File: src/rtl/draw_scheduler.sv
// Frame-level draw sequencer: on each frame tick, grants every sprite client a
// contiguous enable slot and muxes its pixel stream onto the VGA write port.
module draw_scheduler #(
  parameter int NUM_CLIENTS = 3,
  parameter int SLOT_CYCLES = 128,
  parameter int FRAME_DIV   = 833333,
  parameter int GAP_CYCLES  = 2
) (
  input  logic                     clock,
  input  logic                     resetn,
  input  logic                     pause,
  output logic [NUM_CLIENTS-1:0]   client_enable,
  input  logic [8*NUM_CLIENTS-1:0] client_x,
  input  logic [7*NUM_CLIENTS-1:0] client_y,
  input  logic [3*NUM_CLIENTS-1:0] client_colour,
  output logic [7:0]               vga_x,
  output logic [6:0]               vga_y,
  output logic [2:0]               vga_colour,
  output logic                     vga_plot,
  output logic                     frame_busy,
  output logic [15:0]              frame_count,
  output logic                     overrun
);

  localparam int DIV_W  = (FRAME_DIV > 1)   ? $clog2(FRAME_DIV)   : 1;
  localparam int SLOT_W = (SLOT_CYCLES > 1) ? $clog2(SLOT_CYCLES) : 1;
  localparam int GAP_W  = (GAP_CYCLES > 1)  ? $clog2(GAP_CYCLES)  : 1;
  localparam int IDX_W  = (NUM_CLIENTS > 1) ? $clog2(NUM_CLIENTS) : 1;
  localparam logic [NUM_CLIENTS-1:0] GRANT0 = NUM_CLIENTS'(1'b1);

  typedef enum logic [1:0] {
    ST_IDLE = 2'd0,
    ST_SLOT = 2'd1,
    ST_GAP  = 2'd2,
    ST_DONE = 2'd3
  } state_t;

  logic [DIV_W-1:0]       div_cnt_r;
  logic                   tick_s;
  state_t                 state_r, state_nx_s;
  logic [IDX_W-1:0]       idx_r, idx_nx_s;
  logic [SLOT_W-1:0]      slot_cnt_r, slot_cnt_nx_s;
  logic [GAP_W-1:0]       gap_cnt_r, gap_cnt_nx_s;
  logic [NUM_CLIENTS-1:0] enable_nx_s, client_enable_r;
  logic                   busy_nx_s, count_inc_s, overrun_set_s;
  logic                   frame_busy_r, overrun_r;
  logic [15:0]            frame_count_r;
  logic [7:0]             sel_x_s, s1_x_r, vga_x_r;
  logic [6:0]             sel_y_s, s1_y_r, vga_y_r;
  logic [2:0]             sel_colour_s, vga_colour_r;
  logic [IDX_W-1:0]       s1_idx_r;
  logic                   s1_en_r, vga_plot_r;

  assign tick_s = (div_cnt_r == DIV_W'(FRAME_DIV - 1));

  // Free-running frame tick divider
  always_ff @(posedge clock or negedge resetn) begin
    if (!resetn) begin
      div_cnt_r <= '0;
    end else if (tick_s) begin
      div_cnt_r <= '0;
    end else begin
      div_cnt_r <= div_cnt_r + DIV_W'(1);
    end
  end

  // FSM state and slot/gap/client counters
  always_ff @(posedge clock or negedge resetn) begin
    if (!resetn) begin
      state_r    <= ST_IDLE;
      idx_r      <= '0;
      slot_cnt_r <= '0;
      gap_cnt_r  <= '0;
    end else begin
      state_r    <= state_nx_s;
      idx_r      <= idx_nx_s;
      slot_cnt_r <= slot_cnt_nx_s;
      gap_cnt_r  <= gap_cnt_nx_s;
    end
  end

  // Next-state and counter sequencing
  always_comb begin
    state_nx_s    = state_r;
    idx_nx_s      = idx_r;
    slot_cnt_nx_s = slot_cnt_r;
    gap_cnt_nx_s  = gap_cnt_r;
    case (state_r)
      ST_IDLE: begin
        if (tick_s && !pause && !frame_busy_r) begin
          state_nx_s    = ST_SLOT;
          idx_nx_s      = '0;
          slot_cnt_nx_s = '0;
        end else begin
          state_nx_s = ST_IDLE;
        end
      end
      ST_SLOT: begin
        if (slot_cnt_r == SLOT_W'(SLOT_CYCLES - 1)) begin
          state_nx_s   = ST_GAP;
          gap_cnt_nx_s = '0;
        end else begin
          slot_cnt_nx_s = slot_cnt_r + SLOT_W'(1);
        end
      end
      ST_GAP: begin
        if (gap_cnt_r == GAP_W'(GAP_CYCLES - 1)) begin
          if (idx_r == IDX_W'(NUM_CLIENTS - 1)) begin
            state_nx_s = ST_DONE;
          end else begin
            state_nx_s    = ST_SLOT;
            idx_nx_s      = idx_r + IDX_W'(1);
            slot_cnt_nx_s = '0;
          end
        end else begin
          gap_cnt_nx_s = gap_cnt_r + GAP_W'(1);
        end
      end
      ST_DONE: state_nx_s = ST_IDLE;
      default: state_nx_s = ST_IDLE;
    endcase
  end

  // Output decode from the next state so the registered grant lines up with SLOT
  always_comb begin
    enable_nx_s = '0;
    busy_nx_s   = 1'b0;
    count_inc_s = 1'b0;
    case (state_nx_s)
      ST_IDLE: busy_nx_s = 1'b0;
      ST_SLOT: begin
        enable_nx_s = GRANT0 << idx_nx_s;
        busy_nx_s   = 1'b1;
      end
      ST_GAP:  busy_nx_s = 1'b1;
      ST_DONE: begin
        busy_nx_s   = 1'b1;
        count_inc_s = 1'b1;
      end
      default: busy_nx_s = 1'b0;
    endcase
  end

  assign overrun_set_s = tick_s && frame_busy_r;

  // Registered control outputs; overrun is sticky until reset
  always_ff @(posedge clock or negedge resetn) begin
    if (!resetn) begin
      client_enable_r <= '0;
      frame_busy_r    <= 1'b0;
      frame_count_r   <= 16'd0;
      overrun_r       <= 1'b0;
    end else begin
      client_enable_r <= enable_nx_s;
      frame_busy_r    <= busy_nx_s;
      frame_count_r   <= count_inc_s ? (frame_count_r + 16'd1) : frame_count_r;
      overrun_r       <= overrun_r | overrun_set_s;
    end
  end

  // Client select: x/y by current client, colour by stage-1 client (colour lags x/y)
  always_comb begin
    sel_x_s      = 8'd0;
    sel_y_s      = 7'd0;
    sel_colour_s = 3'd0;
    for (int k = 0; k < NUM_CLIENTS; k++) begin
      sel_x_s      = (idx_r == IDX_W'(k))    ? client_x[8*k +: 8]      : sel_x_s;
      sel_y_s      = (idx_r == IDX_W'(k))    ? client_y[7*k +: 7]      : sel_y_s;
      sel_colour_s = (s1_idx_r == IDX_W'(k)) ? client_colour[3*k +: 3] : sel_colour_s;
    end
  end

  // Pixel pipeline; VGA coordinates hold their last value outside a plot window
  always_ff @(posedge clock or negedge resetn) begin
    if (!resetn) begin
      s1_x_r       <= 8'd0;
      s1_y_r       <= 7'd0;
      s1_idx_r     <= '0;
      s1_en_r      <= 1'b0;
      vga_x_r      <= 8'd0;
      vga_y_r      <= 7'd0;
      vga_colour_r <= 3'd0;
      vga_plot_r   <= 1'b0;
    end else begin
      s1_x_r     <= sel_x_s;
      s1_y_r     <= sel_y_s;
      s1_idx_r   <= idx_r;
      s1_en_r    <= |client_enable_r;
      vga_plot_r <= s1_en_r;
      if (s1_en_r) begin
        vga_x_r      <= s1_x_r;
        vga_y_r      <= s1_y_r;
        vga_colour_r <= sel_colour_s;
      end
    end
  end

  assign client_enable = client_enable_r;
  assign frame_busy    = frame_busy_r;
  assign frame_count   = frame_count_r;
  assign overrun       = overrun_r;
  assign vga_x         = vga_x_r;
  assign vga_y         = vga_y_r;
  assign vga_colour    = vga_colour_r;
  assign vga_plot      = vga_plot_r;

endmodule

File: config.mk
export PLATFORM = sky130hd
export DESIGN_NAME = draw_scheduler
export DESIGN_NICKNAME = d
export VERILOG_FILES = /design/src/rtl/draw_scheduler.sv
export SDC_FILE = /design/constraint.sdc
export NUM_CORES = 1
export LEC_CHECK = 0
export ABC_AREA = 1
export BUFFER_PORTS_ARGS = -buffer_cell sky130_fd_sc_hd__buf_2
export CAP_MARGIN = 30
export CORE_MARGIN = 5
export CORE_UTILIZATION = 30
export CTS_CLUSTER_DIAMETER = 200
export DETAILED_ROUTE_END_ITERATION = 8
export HOLD_SLACK_MARGIN = 0.03
export SLEW_MARGIN = 20
export SYNTH_ARGS = -nofsm -noshare
export SYNTH_HDL_FRONTEND = slang
export SYNTH_SLANG_ARGS = --single-unit
File: constraint.sdc
create_clock -name clock -period 2.51 [get_ports clock]
set_input_delay 0.6275 -clock clock [delete_from_list [all_inputs] [get_ports clock]]
set_output_delay 0.6275 -clock clock [all_outputs]
set_load 0.05 [all_outputs]
* Word level (Yosys, flattened, before mapping)
Cells that the tools add are included.
Word-level totals: register bits 90, input port bits 57
Operators by class: add/subtract/negate cells 5, equal/unequal tests 17, shift-type cells 1, muxes and demuxes 30, bitwise logic cells 1, reductions and logical operators 15
Operators with widths (count):
- $mux W7 | 7
- $mux W8 | 3
- $pmux W7 S3 | 1
- $add A20 B1 Y20 const B | 1
- $eq A20 B20 Y1 const B | 1
- $mux W20 | 1
- $add A16 B1 Y16 const B | 1
- $eq A2 B2 Y1 const B | 6
- $mux W2 | 6
- $mux W3 | 4
- $ne A2 B2 Y1 const B | 5
- $eq A2 B1 Y1 const B | 4
- $logic_not A2 Y1 | 4
- $pmux W2 S4 | 1
- $add A7 B1 Y7 const B | 1
- $eq A7 B7 Y1 const B | 1
- $reduce_or A3 Y1 | 2
- $reduce_and A5 Y1 | 1
- $mux W1 | 4
- $pmux W1 S2 | 2
- $pmux W2 S2 | 1
- $logic_and A1 B1 Y1 | 3
- $reduce_bool A3 Y1 | 1
- $shl A1 B2 Y3 const A | 1
- 6 further kinds | 7

* Longest topological paths before layout
Gate-level depths: netlist of the first run.
depth in word-level cells 8, depth in mapped cells 12, gate-level depth less buffers 11

* Least setup slack after synthesis of the first run
OpenSTA, ideal clock, no wires.
path type register to register, start reg frame_count_r[0], in the netlist frame_count[0], end reg frame_count_r[12], in the netlist frame_count[12], arrival 1.555 ns, setup slack 0.827 ns, cell stages (with the launch flop) 8, period minus slack after synthesis 1.683 ns, path through dfrtp_1 -> ha_1 -> inv_1 -> nor2_1 -> nand3_1 -> xor2_1 -> nand2_1 -> o21ai_0
Between the ends: cells in the longest elaborated chain, start to end 1
Ends and longest elaborated chain:
- start: declaration | line 47 | logic [15:0] frame_count_r;
- start signal: assignment | line 156 | frame_count_r <= count_inc_s ? (frame_count_r + 16'd1) : frame_count_r;
- $add A16 B1 Y16 | line 156
No other way between the ends. A chain may end at the register's enable or synchronous reset.

* Worst setup path in the final report of the first run
start reg div_cnt_r[0], end reg div_cnt_r[14]
Between the ends: cells in the longest elaborated chain, start to end 2
Ends and longest elaborated chain:
- start: declaration | line 38 | logic [DIV_W-1:0] div_cnt_r;
- start signal: assignment | line 63 | div_cnt_r <= div_cnt_r + DIV_W'(1);
- $add A20 B1 Y20 or $eq A20 B20 Y1 (tied branches) | line 63, 54
- $mux W20 * | line 60 | end else if (tick_s) begin
Mark *: on every way between the ends. The rest lies on a longest branch, timed or not.

==> flow_summary.yaml, run 1 <==
logic_synthesis:
  yosys.area.top_type: "dfrtp_1"
  synth.area.top_cells: "dfrtp_1, nand2_1, nor2_1, inv_1, o21ai_0"
  synth.yosys.seq_area_share_pct: 51.49
  synthFlopType: "dfrtp_1"
  synth_edf_count: 0
  yosys.area.top_type_share_pct: 51.49
  postSynth.asyncResetShare_pct: 100.0
  ys_ff_latch: 90
  synth_area_um2: 4374
  postSynthAreaPerCell_um2: 8.428
  yosys_warnings: 0
  synthDistinctLibCells: 37
  synth_nets: 583
  syn_inst: 519
clock_tree:
  cts_tree: "yes"
  cts.sinks: 90
  cts_hold_buf: 0
  ctsLongestPathBuffers: 2
  post_cts_buffers: 0
  root_buffer: "clkbuf_16"
  cts-resized-gates: 0
  cts_buffers: 9
  htree_levels: 3
  path_clk_slew_ns: 0.07
  clkLatencyLatePin_ns: 0.34
sta:
  relSlewSlack_pct: 44.04
  max_freq_mhz: 532.9
  finalClockSkew_ns: 0.009913
  finalCritPeriodShare_pct: 74.76
  worst_pin_slew_ns: 0.8317
  rsz0062_at_grt: "false"
  slew_viol_final: 0
  hold_viol_final: 0
  tns_ns: 0
  min_period_ns: 1.877
  setup_viol: 0
worst_setup_path:
  worstRegToRegCells: 10
  worstPathArrival_ns: 2.10
  endpoint_kind: "register"
  worstPathRequired_ns: 2.73
  r2r-end: "div_cnt_r[14]$_DFF_PN0_"
  worstReg2RegStart: "div_cnt_r[0]$_DFF_PN0_"
  cp_max_fo: 4
  path_class: "register to register"
  startpoint_type: "register"
  rrSetupSlack_ns: 0.63
die:
  start_util_pct: 30.33
  dieArea_um2: 17100
  fp.dieW_um: 130.8
  io_pins: 97
  core_area_um2: 14420
  die_height_um: 130.8
  rows: 44
cells_and_area:
  area_growth_pct: 23.40
  fill_cells: 1497
  drive_above_1_share_pct: 21.37
  final_nets: 686
  n_antenna_cell: 0
  final_util_pct: 37.42
detailed_routing:
  first_pass_iters: 5
  vias: 3815
  drc: 0
  vias_per_cell: 4.704
  drtIter0Drc: 294
  detail_route.wl_per_cell_um: 13.62
  drt_wl_total_um: 11050
  antenna_left: 0
placement:
  place_hpwl_um: 8586
  routabilityCongestion: 0.8945
  numPortBuffers: 96
global_routing:
  grt_max_degree: 48
  track_usage_pct: 13.12
  grt_pass1_vias: 3779
  antenna_found_initial: 0
  grt_pass1_wl_um: 17920
  grt_overflow_total: 0
pwr:
  peakVddDrop_v: 0.0002738
  powerDensity_nw_per_um2: 544.2
  p_leak_nw: 2.790
job:
  cap_viol_max_count: 0
run_status:
  status: "finished, final reports clean"
min_path:
  hp-class: "primary input to asynchronous set/reset pin"
==> where the power goes <==
part,switching (W),leakage (nW),internal (W)
Sequential,0,1.15,0.00145
Clock,0.000590,0.155,0.000813
Combinational,0.0000489,1.48,0.0000352
Total,0.000639,2.79,0.00230
==> cell families after synthesis <==
group           count (synthesis)  synth area share (%)
fa+ha+maj                       7                 2.002
flops                          90                 51.49
compound gates                 74                 10.15
xor+xnor                       23                 4.605
simple gates                  264                 26.23
buf+inv                        61                 5.520
==> cells in the final DEF, fill, tap and decap left out, types with 9 or more instances in the layout <==
cell type / Yosys / layout
buf_2: 1 / 95
a22oi_1: 15 / 15
xor2_1: 15 / 15
o21ai_0: 35 / 35
nor2_1: 51 / 51
inv_1: 47 / 47
nand2_1: 148 / 148
clkbuf_16: 0 / 9
dfrtp_1: 90 / 90
nand3_1: 32 / 32
==> layout make-up <==
type                       count  area, µm²  area share (%)
tap                          184      230.2           4.265
sequential                    90       2252           41.72
timing repair buffer         103      535.5           9.921
clock buffer                  10      239.0           4.427
clock inverter                 6      72.57           1.344
inverter                      50      187.7           3.477
multi-input combinational    368       1881           34.84
==> routing by layer <==
metal	global-route usage [%]	wire length, µm	vias up
li1	-	-	1902
met1	17.41	4908	1804
met2	21.04	5306	97
met3	3.008	670	12
met4	4.779	163	0
met5	0	0	-
==> sequential cells by signal, indices dropped and copies added (netlist names) <==
name	flops
div_cnt_r	20
frame_count	16
s1_x_r	8
vga_x	8
s1_y_r	7
slot_cnt_r	7
vga_y	7
client_enable	3
vga_colour	3
idx_r	2
s1_idx_r	2
state_r	2
frame_busy	1
gap_cnt_r	1
overrun	1
s1_en_r	1
vga_plot	1
==> through the flow <==
step | cells | setup WS (ns) | hold WS, ns | area, µm² | power, W
5_1_grt | 811 | 0.4093 | 0.3426 | 5398 | 0.003046
3_5_place_dp | 795 | 0.6827 | 0.4307 | 5086 | 0.001564
6_report | 811 | 0.6335 | 0.2883 | 5398 | 0.002937
2_1_floorplan | 519 | 0.8273 | 0.3319 | 4374 | 0.001478
4_1_cts | 811 | 0.6467 | 0.3123 | 5398 | 0.002975
3_3_place_gp | 795 | 0.7126 | 0.4252 | 5086 | 0.001564
==> cells in the mapped netlist, types with 6 or more instances <==
master,n
nand2_1,148
dfrtp_1,90
nor2_1,51
inv_1,47
o21ai_0,35
nand3_1,32
a22oi_1,15
xor2_1,15
clkbuf_1,9
nand4_1,8
nor3_1,8
xnor2_1,8
a31oi_1,7
ha_1,7
o21ai_1,6
==> worst max-delay path by stage <==
stage,cells after the start,end,from
finish,10,div_cnt_r[14]$_DFF_PN0_,div_cnt_r[0]$_DFF_PN0_
CTS,8,frame_count[15]$_DFFE_PN0N_,div_cnt_r[0]$_DFF_PN0_
floorplan,7,frame_count[12]$_DFFE_PN0N_,frame_count[0]$_DFFE_PN0N_
detailed placement,6,s1_x_r[6]$_DFF_PN0_,idx_r[1]$_DFF_PN0_
global route,10,div_cnt_r[14]$_DFF_PN0_,div_cnt_r[0]$_DFF_PN0_
global placement,8,frame_count[0]$_DFFE_PN0N_,div_cnt_r[0]$_DFF_PN0_
==> worst max-delay path: stages (launching register included) <==
cell and delay, ns:
dfrtp_1 0.39, ha_1 0.20, nand2_1 0.06, nor2_1 0.18, nand4_1 0.19, nor2_1 0.20
nand2_1 0.15, nor2_1 0.16, nand3_1 0.08, o21ai_0 0.08, inv_1 0.06
Power figures use the tool's default switching activity.
==> inputs of run 2 (changes only) <==
- ABC_AREA: 1 -> 0
- clock period: 2.51 -> 1.6 ns (I/O delays scaled with it)
==> flow_summary.yaml, run 2 <==
cells_and_area:
  final_common_cell: "buf_2"
  final_nets: 594
  drive_above_1_share_pct: 47.10
  fill_cells: 1264
  largest_reg_flops: 20
  design_area_um2: 5869
  area_growth_pct: 47.70
  mostFrequentLayoutCells: "buf_2, dfrtp_1, buf_4"
  regMostFlops: "div_cnt_r"
  n_antenna_cell: 0
die:
  rows: 42
  die_height_um: 125.1
  start_util_pct: 30.25
  dieArea_um2: 15650
  io_pins: 97
  core_area_um2: 13140
  fp.dieW_um: 125.1
placement:
  place_hpwl_um: 7114
  routabilityCongestion: 0.8580
  pre_cts_ws_ns: -0.4844
  placed_area_um2: 5197
  numPortBuffers: 96
sta:
  setup_viol: 30
  slew_viol_final: 0
  timing.final.ws_setup_ns: -0.4812
  min_period_ns: 2.081
  worst_pin_slew_ns: 0.4894
  rsz0062_at_grt: "true"
  max_freq_mhz: 480.5
  hold_viol_final: 0
  finalClockSkew_ns: 0.006064
  finalCritPeriodShare_pct: 130.1
  relSlewSlack_pct: 67.08
logic_synthesis:
  synth.yosys.seq_area_share_pct: 56.68
  synthFlopType: "dfrtp_1"
  ys_ff_latch: 90
  synth_compound_area_share_pct: 9.887
  synth_area_um2: 3974
  synth_nets: 424
  synthMuxAreaShare_pct: 5.542
  synth_xor_area_share_pct: 7.053
  synthDistinctLibCells: 45
  synth_fa_ha_area_share_pct: 2.204
  postSynthAreaPerCell_um2: 11.04
  synth.area.top_cells: "dfrtp_1, mux2_2, xnor2_1, nor2_1, xor2_1"
  yosys.area.top_type_share_pct: 56.68
  ys_top_cells_by_count: "dfrtp_1, nor2_1, nand2_1"
  yosys_warnings: 0
  synth.most_common_cell: "dfrtp_1"
  syn_inst: 360
  yosys.area.top_type: "dfrtp_1"
  postSynth.asyncResetShare_pct: 100.0
  synth_edf_count: 0
  synth_top_family_by_area: "simple AND/OR/NAND/NOR gates"
  yosys.area_share.simple_pct: 16.62
clock_tree:
  htree_levels: 3
  clkLatencyLatePin_ns: 0.34
  cts_buffers: 9
  cts.sinks: 90
  root_buffer: "clkbuf_16"
  ctsLongestPathBuffers: 2
  cts_tree: "yes"
  path_clk_slew_ns: 0.06
global_routing:
  grt_max_degree: 37
  grt_pass1_wl_um: 16220
  grt_pass1_vias: 3378
  grt_overflow_total: 0
  track_usage_pct: 12.67
  antenna_found_initial: 0
worst_setup_path:
  path_class: "register to register"
  startpoint_type: "register"
  critical_path.endpoint: "client_enable[0]$_DFF_PN0_"
  worstPathRequired_ns: 1.85
  rrSetupSlack_ns: -0.48
  endpoint_kind: "register"
  worstPathArrival_ns: 2.33
  r2r-end: "client_enable[0]$_DFF_PN0_"
  worstReg2RegStart: "div_cnt_r[16]$_DFF_PN0_"
  worstRegToRegCells: 6
  crit_start: "div_cnt_r[16]$_DFF_PN0_"
  cp_max_fo: 4
detailed_routing:
  vias_per_cell: 4.626
  antenna_left: 0
  vias: 3289
  drtIter0Drc: 115
  detail_route.wl_per_cell_um: 13.54
  drc: 0
  drt_wl_total_um: 9628
  first_pass_iters: 4
pwr:
  peakVddDrop_v: 0.0004147
  p_leak_nw: 2.892
  powerDensity_nw_per_um2: 771.5
run_status:
  status: "finished with violations"
  violations: "setup timing"
job:
  cap_viol_max_count: 0
min_path:
  hp-class: "primary input to register"
-- run 2: worst max-delay path, stage by stage, from the launching register on --
cell	delay, ns
dfrtp_1	0.38
or4bb_4	0.55
nor4_4	0.32
nor3b_4	0.25
buf_6	0.14
o31ai_4	0.06
nor4_2	0.27
-- run 2: worst min-delay path by stage --
stage | startpoint | end | slack, ns | cells after the start
2_1_floorplan | resetn | client_enable[0]$_DFF_PN0_ | 0.10 | 0
3_3_place_gp | resetn | div_cnt_r[4]$_DFF_PN0_ | 0.31 | 1
3_5_place_dp | resetn | div_cnt_r[5]$_DFF_PN0_ | 0.32 | 1
4_1_cts | client_y[16] | s1_y_r[2]$_DFF_PN0_ | 0.25 | 3
5_1_grt | client_y[16] | s1_y_r[2]$_DFF_PN0_ | 0.26 | 3
6_report | client_y[16] | s1_y_r[2]$_DFF_PN0_ | 0.26 | 3
-- run 2: area by class of cell --
cell class              instances  area, µm²  area share (%)
clock inverters                 7      76.32           1.300
well taps                     176      220.2           3.752
inverters                      10      37.54          0.6395
clock buffers                   9      225.2           3.837
flip-flops and latches         90       2255           38.41
repair buffers                170       1132           19.29
multi-input cells             249       1923           32.76
-- run 2: timing repair --
action                                 CTS  global route
hold buffers                             1             0
pin swaps                               22            17
setup endpoints to repair               49            56
setup buffers                            8             3
resized for setup                       48            39
endpoints found under the hold margin   19             0
-- run 2: power breakdown --
part	total, W	switching, W	internal [W]	leakage, nW
Sequential	0.00227	0	0.00227	1.17
Clock	0.00212	0.000899	0.00122	0.142
Combinational	0.000135	0.0000701	0.0000646	1.58
-- run 2: cells by family (layout without fill, tap and decap cells) --
family | count (synthesis) | count (layout)
compound gates | 63 | 63
xor+xnor | 32 | 32
fa+ha+maj | 7 | 7
buf+inv | 21 | 196
flops | 90 | 90
mux | 20 | 20
simple gates | 127 | 127
-- run 2: per-layer routing --
layer / routed length (µm) / GRT usage (%) / vias up / part of all wire [%]
li1: - / - / 1607 / -
met1: 3965 / 14.65 / 1586 / 41
met2: 4912 / 21.35 / 83 / 51
met3: 577 / 4.989 / 13 / 6.0
met4: 172 / 4.592 / 0 / 1.8
met5: 0 / 0 / - / 0
-- run 2: metrics by stage --
stage               std cells  power (W)  setup TNS (ns)  util [%]  hold WS, ns
finish                    711   0.004528          -12.18     44.68       0.2649
global route              711   0.004715          -14.87     44.68       0.2590
CTS                       711   0.004604          -11.04     43.58       0.2537
detailed placement        686   0.002455          -13.23     39.56       0.3186
global placement          686   0.002451          -10.15     39.56       0.3137
floorplan                 360   0.002324          -7.685         -       0.1044
